**src/rtl/emu_ram_ckpt_ctrl.sv**
```systemverilog
// Checkpoint controller for an emulated RAM scan chain: pauses the DUT clock,
// streams chain words out (save) or in (load), then resumes and drains.
module emu_ram_ckpt_ctrl #(
    parameter int DATA_WIDTH  = 64,
    parameter int CHAIN_WORDS = 16,
    parameter int SAVE_LAT    = 2
) (
    input  logic                  clk,
    input  logic                  rst,
    input  logic                  cmd_valid,
    output logic                  cmd_ready,
    input  logic                  cmd_load,
    output logic                  pause,
    output logic                  emu_ram_se,
    output logic                  emu_ram_sd,
    output logic [DATA_WIDTH-1:0] emu_ram_di,
    input  logic [DATA_WIDTH-1:0] emu_ram_do,
    output logic                  dout_valid,
    input  logic                  dout_ready,
    output logic [DATA_WIDTH-1:0] dout_data,
    input  logic                  din_valid,
    output logic                  din_ready,
    input  logic [DATA_WIDTH-1:0] din_data,
    output logic                  busy,
    output logic                  done
);
    typedef enum logic [3:0] {
        IDLE, PAUSE, FILL, SAVE, LOAD, FLUSH, UNSCAN, RESUME, DRAIN
    } state_t;

    localparam logic [15:0] LAST_WORD = 16'(CHAIN_WORDS - 1);
    localparam logic [3:0]  LAST_FILL = 4'((SAVE_LAT == 0) ? 0 : SAVE_LAT - 1);

    state_t state, state_nxt;
    logic        load_q;
    logic [15:0] word_cnt;
    logic [3:0]  fill_cnt;

    logic [DATA_WIDTH-1:0] fifo_mem [4];
    logic [1:0]  wr_ptr, rd_ptr;
    logic [2:0]  fifo_cnt;
    logic        fifo_full, fifo_empty, push, pop, accept, load_hs;

    assign fifo_full  = (fifo_cnt == 3'd4);
    assign fifo_empty = (fifo_cnt == 3'd0);
    assign dout_valid = !fifo_empty;
    assign dout_data  = fifo_mem[rd_ptr];
    assign pop        = dout_valid && dout_ready;

    always_comb begin
        state_nxt  = state;
        cmd_ready  = 1'b0;
        pause      = 1'b1;
        busy       = 1'b1;
        emu_ram_se = 1'b0;
        emu_ram_sd = load_q;
        emu_ram_di = '0;
        din_ready  = 1'b0;
        done       = 1'b0;
        push       = 1'b0;
        accept     = 1'b0;
        load_hs    = 1'b0;
        case (state)
            IDLE: begin
                pause      = 1'b0;
                busy       = 1'b0;
                emu_ram_sd = 1'b0;
                cmd_ready  = !rst;
                accept     = cmd_valid && !rst;
                if (accept) state_nxt = PAUSE;
            end
            PAUSE: begin
                if (load_q)             state_nxt = LOAD;
                else if (SAVE_LAT == 0) state_nxt = SAVE;
                else                    state_nxt = FILL;
            end
            FILL: begin
                emu_ram_se = 1'b1;
                if (fill_cnt == LAST_FILL) state_nxt = SAVE;
            end
            SAVE: begin
                // Holding se low while full freezes the chain so a dout stall never drops a word
                emu_ram_se = !fifo_full;
                push       = !fifo_full;
                if (push && word_cnt == LAST_WORD) state_nxt = UNSCAN;
            end
            LOAD: begin
                din_ready  = 1'b1;
                emu_ram_se = din_valid;
                emu_ram_di = din_data;
                load_hs    = din_valid;
                if (load_hs && word_cnt == LAST_WORD) state_nxt = FLUSH;
            end
            FLUSH: begin
                emu_ram_se = 1'b1;
                state_nxt  = UNSCAN;
            end
            UNSCAN: state_nxt = RESUME;
            RESUME: state_nxt = DRAIN;
            DRAIN: begin
                pause      = 1'b0;
                emu_ram_sd = 1'b0;
                if (fifo_empty) begin
                    done      = 1'b1;
                    state_nxt = IDLE;
                end
            end
            default: state_nxt = IDLE;
        endcase
    end

    always_ff @(posedge clk or posedge rst) begin
        if (rst) begin
            state    <= IDLE;
            load_q   <= 1'b0;
            word_cnt <= '0;
            fill_cnt <= '0;
        end else begin
            state <= state_nxt;
            if (accept) begin
                load_q   <= cmd_load;
                word_cnt <= '0;
            end else if (push || load_hs) begin
                word_cnt <= word_cnt + 16'd1;
            end
            if (state == PAUSE)     fill_cnt <= '0;
            else if (state == FILL) fill_cnt <= fill_cnt + 4'd1;
        end
    end

    always_ff @(posedge clk or posedge rst) begin
        if (rst) begin
            wr_ptr   <= '0;
            rd_ptr   <= '0;
            fifo_cnt <= '0;
        end else begin
            if (push) wr_ptr <= wr_ptr + 2'd1;
            if (pop)  rd_ptr <= rd_ptr + 2'd1;
            fifo_cnt <= fifo_cnt + 3'(push) - 3'(pop);
        end
    end

    always_ff @(posedge clk) begin
        if (push) fifo_mem[wr_ptr] <= emu_ram_do;
    end
endmodule

```
**config.mk**
```make
export PLATFORM = sky130hd
export DESIGN_NAME = emu_ram_ckpt_ctrl
export DESIGN_NICKNAME = d
export VERILOG_FILES = /design/src/rtl/emu_ram_ckpt_ctrl.sv
export SDC_FILE = /design/constraint.sdc
export NUM_CORES = 1
export LEC_CHECK = 0
export CORE_MARGIN = 2
export CORE_UTILIZATION = 25
export DETAILED_ROUTE_END_ITERATION = 12
export SLEW_MARGIN = 20
export SYNTH_ARGS = -nofsm -noshare
export SYNTH_HDL_FRONTEND = slang
export SYNTH_SLANG_ARGS = --single-unit
```
**constraint.sdc**
```tcl
create_clock -name clk -period 3.6 [get_ports clk]
set_input_delay 0.72 -clock clk [delete_from_list [all_inputs] [get_ports clk]]
set_output_delay 0.72 -clock clk [all_outputs]
set_load 0.01 [all_outputs]
```
# Yosys cells after proc, flatten, opt, wreduce, memory -nomap -nowiden
# Memories as Yosys holds them, arrays and structs flattened.
# Cells that the tools add are included.
# Widths: inputs -> output; s select.
# totals
regBits	32
mem_bits_rw	256
inputBits	134
out_inout_bits	136
word_cells	70
memories	1
# memory_table
memory	depth	word_bits	read_ports	rd_ports_with_merged_regs	wr	line_no	source
fifo_mem	4	64	1	0	1	39	logic [DATA_WIDTH-1:0] fifo_mem [4];
# classes
add_sub_neg	6
n_eq_ne	16
n_mux	25
n_reduce_logical	15
# ops
op	count
$mux 64	1
$pmux 4 s9	1
$mux 16	2
$mux 4	7
$add 16x1->16 const B	1
$eq 16x4->1 const B	1
$eq 4x3->1 const B	4
$mux 1	12
$ne 2x2->1 const B	5
$eq 4x1->1 const B	2
$eq 4x2->1 const B	2
$reduce_and 5->1	1
$add 2x1->2 const B	2
$add 4x1->4 const B	1
$eq 4x4->1 const B	1
$logic_and 1x1->1	4
$logic_not 4->1	1
$reduce_bool 2->1	2
$reduce_or 2->1	2
$add 3x1->3	1
$eq 3x3->1 const B	1
$logic_not 1->1	3
$logic_not 3->1	1
$mux 3	1
3 further kinds	3

# Logic depth before layout (Yosys ltp)
# depth
depth_word	6
mapped_depth	9
ltp_nobuf	8

# Worst setup path before layout
# No wires, ideal clock.
# synth_path
kind	reg-to-reg
startpoint	reg state[2]
endpoint	mem fifo_mem[0][0], enable pin
setup_ps	429
arrival_time_ps	2615
required_time_ps	3171
slack_ps	556
stages_incl_launch_ff	5
path_buffers	1
period_less_slack_ps	3044
path_cell_list	dfrtp_1 -> clkbuf_2 -> nand4bb_1 -> nor2_1 -> and2_1
# synth_via
elab_chain_len	4
# synth_lines
item	line_no	source
start, declared	34	state_t state, state_nxt;
start signal, assigned	119	state <= state_nxt;
$eq 4x2->1	63	case (state)
$mux 1	63	
$mux 1	144	if (push) fifo_mem[wr_ptr] <= emu_ram_do;
$mux 1 (not written as such)	144	
end, declared	39	
# No other way between the ends.

# Worst setup path in the final report
# layout_path
startpoint	reg state[0]
endpoint	out emu_ram_se
# layout_via
elab_chain_len	3
elab_cells_between_ends	6
classes_between	eq/ne (4); mux (1); reduce/logical (1)
# layout_lines
item	line_no	source
$eq 4x2->1 or $eq 4x3->1 (tied branches)	63	
$reduce_or 2->1 (no source line)	n/a	
$pmux 1 s3 *	63	
end, declared	14	output logic emu_ram_se,
# Every way passes the cells marked *; elsewhere a longest branch is shown, timed or not.

==> run_results.csv <==
group,metric,value,unit
run_status,status,"completed",
sta,tns,0,ns
cells_and_area,syn_to_final_growth,40.3,%
cells_and_area,final_layout_size_suffix_gt1_frac,0.159,
global_routing,grt_max_degree,33,
pwr,p_leak,5.46,nW
clocking,numCtsBuffers,31,
logic_synthesis,yosysSeqAreaShare,0.736,
floorplan,core_area,45500,um2
sta,fmaxAchievable,297,MHz
sta,hold_slack,0.478,ns
job,maxCapViolations,0,
floorplan,die_w,219,um
logic_synthesis,yosysMostFrequentCell,"edfxtp_1",
setup_path,cp.required,2.88,ns
floorplan,num_io_pins,270,
clocking,clk_pin_slew,0.06,ns
logic_synthesis,ys_ff_latch,288,
global_routing,grt_pass1_wl,40.5,mm
sta,slew_headroom,0.571,
pwr,sw_frac_of_total,0.293,
detailed_routing,ant_nets,0,
setup_path,worst_path_largest_cell_delay,0.75,ns
logic_synthesis,yosys-top-cells-count,"256 x edfxtp_1, 71 x and2_1, 64 x mux4_2",
pwr,vdd_drop_max,0.419,mV
cells_and_area,nets,1048,
setup_path,worstPathArrival,2.65,ns
detailed_routing,routed_wl,27.2,mm
logic_synthesis,ys.flop_type,"edfxtp_1",
logic_synthesis,synth_top_cell_area_share,0.666,
pwr,p_clk_frac,0.239,
sta,slew_viol_final,0,
floorplan,num_rows,78,
detailed_routing,drc,0,
logic_synthesis,ys_warn_count,0,
logic_synthesis,synth_top_cell_by_area,"edfxtp_1",
clocking,clk_latency,0.57,ns
global_routing,first_global_vias,6975,
clocking,root_buffer,"clkbuf_16",
logic_synthesis,syn_nets,754,
pwr,p_int,9.29,mW
global_routing,antenna_found_initial,3,
floorplan,fp.dieH,219,um
setup_path,cpMaxStageDelayCell,"dfrtp_1",
logic_synthesis,syn_inst,610,
detailed_routing,first_iter_violations,379,
clocking,h-tree-depth,1,
detailed_routing,viasPerCell,4.36,
logic_synthesis,ys_types,47,
logic_synthesis,netlist_area,11500,um2
cells_and_area,diodes,0,
sta,tightest_slew,0.644,ns
global_routing,grt_usage,0.111,
detailed_routing,via_count,6644,
setup_path,start_kind,"register",
setup_path,crit_type,"reg2out",
sta,fin_skew,0.0139,ns
pwr,seq_power_share,0.412,
sta,fin_crit,3.37,ns
place,dp_hpwl,18.1,mm
sta,finalCritPeriodShare,0.937,
clocking,clockBufferDepth,3,
detailed_routing,route.detailed.wl_per_inst,17.9,um
sta,grt_setup_unrepaired,"no",
logic_synthesis,synthTopCellsByArea,"edfxtp_1 67%, mux4_2 12%, dfrtp_1 6.9%, and2_1 3.8%, ha_1 0.98%",
logic_synthesis,syn_area_per_cell,18.9,um2
clocking,cts_tree,"built",
worst_hold_path,hp-class,"reg2reg",
place,finalWeightedCongestion,0.745,
logic_synthesis,synth-edff-count,256,
pwr,power_switching,3.86,mW
pwr,pwr-share-comb,0.349,
sta,final-setup-viol-count,0,
global_routing,grt.overflow.total,0,
detailed_routing,first_pass_iters,4,
clocking,numClockSinks,288,
logic_synthesis,async_flop_share,0.111,
floorplan,dieArea,47900,um2
setup_path,cp_cell_sequence,"nand4bb_1 > a2bb2oi_2 > o21ai_0 > clkdlybuf4s50_1",
place,numPortBuffers,269,
setup_path,cp_max_fo,20,
pwr,power_density,812,nW/um2
floorplan,start_util,0.254,
setup_path,endpoint_kind,"output pin",
sta,finalHoldViolations,0,
[final timing paths]
check / from / depth (start not counted) / slack [ns] / endpoint
worst max register to register: state[0] / 8 / 0.76 / fifo_cnt[2]
worst min-delay path: word_cnt[15] / 1 / 0.48 / word_cnt[15]
min in group asynchronous: rst / 2 / 0.60 / word_cnt[8]
worst max-delay path: state[0] / 4 / 0.23 / emu_ram_se
worst min register to register: word_cnt[15] / 1 / 0.48 / word_cnt[15]
max in group asynchronous: rst / 3 / 2.37 / fifo_cnt[2]
[logic make-up after synthesis]
| logic type | count (synthesis) | share of synthesized area |
|---|---|---|
| flip-flops | 288 | 0.736 |
| XOR/XNOR | 6 | 0.00455 |
| multiplexers | 69 | 0.129 |
| adder cells (fa/ha/maj) | 10 | 0.0115 |
| buffers and inverters | 45 | 0.0168 |
| AO/OA/AOI/OAI | 45 | 0.0249 |
| AND/OR/NAND/NOR | 147 | 0.0772 |
[sequential cells by signal, summed over array words and instances (netlist names)]
register,flops
fifo_cnt,3
fifo_mem,256
fill_cnt,4
load_q,1
rd_ptr,2
state,4
word_cnt,16
wr_ptr,2
[layout make-up]
class	instances	area [um2]
inverters	12	45.0
well taps	600	751
repair buffers	294	3020
clock inverters	16	214
flip-flops and latches	288	8500
fillers	4358	29300
clock buffers	38	802
multi-input cells	277	2870
[power groups by stage]
stage / registers, mW / logic, mW / clock network, mW
6_report: 5.41 / 4.59 / 3.15
5_1_grt: 5.54 / 4.94 / 3.39
4_1_cts: 5.44 / 4.74 / 3.27
3_5_place_dp: 5.55 / 4.65 / 0
3_3_place_gp: 5.49 / 4.63 / 0
2_1_floorplan: 5.32 / 2.41 / 0
[stage by stage]
| stage | setup WS [ns] | std cells | cell area [um2] | power [mW] | utilization |
|---|---|---|---|---|---|
| floorplan | 0.556 | 610 | 11500 | 7.73 | - |
| global placement | 0.596 | 1467 | 15100 | 10.1 | 0.333 |
| detailed placement | 0.558 | 1467 | 15100 | 10.2 | 0.333 |
| CTS | 0.161 | 1525 | 16200 | 13.5 | 0.356 |
| global route | 0.0580 | 1525 | 16200 | 13.9 | 0.356 |
| finish | 0.229 | 1525 | 16200 | 13.2 | 0.356 |
[critical path: cells and delay by family (launching register included)]
kind / cells / cell delay, ns
compound gates: 2 / 0.37
simple gates: 1 / 0.33
buf+inv: 1 / 0.62
flops: 1 / 0.75
[repair_timing]
| item | 4_1_cts | 5_1_grt |
|---|---|---|
| setup endpoints to repair | 59 | 0 |
| buffers inserted | 4 | 0 |
| resized for setup | 0 | 0 |
| hold buffers | 0 | 0 |
[placed cells by master (no fill, tap or decap), drive strengths merged, types with 2 or more instances in the layout]
cell type / n
or3: 5
buf: 25
nor3b: 4
nor2: 7
mux4: 64
ha: 9
o31ai: 9
or2: 2
edfxtp: 256
clkbuf: 38
and3: 5
nand2: 23
o2bb2ai: 2
o211ai: 2
xnor2: 4
mux2i: 5
bufinv: 4
a21oi: 14
and2: 71
nor4b: 3
or4: 5
xor2: 2
clkdlybuf4s50: 269
o21ai: 11
inv: 14
dfrtp: 32
clkinv: 9
nor4: 7
nand4: 2
nand3: 7
[metal layers]
metal / up-vias / part of all wire / wire, um / GRT usage
li1: 3004 / - / - / -
met1: 3312 / 0.41 / 11200 / 0.137
met2: 283 / 0.49 / 13400 / 0.193
met3: 39 / 0.074 / 2010 / 0.0276
met4: 6 / 0.019 / 509 / 0.0302
met5: - / 0.0014 / 38 / 0
Power figures use the tool's default switching activity.
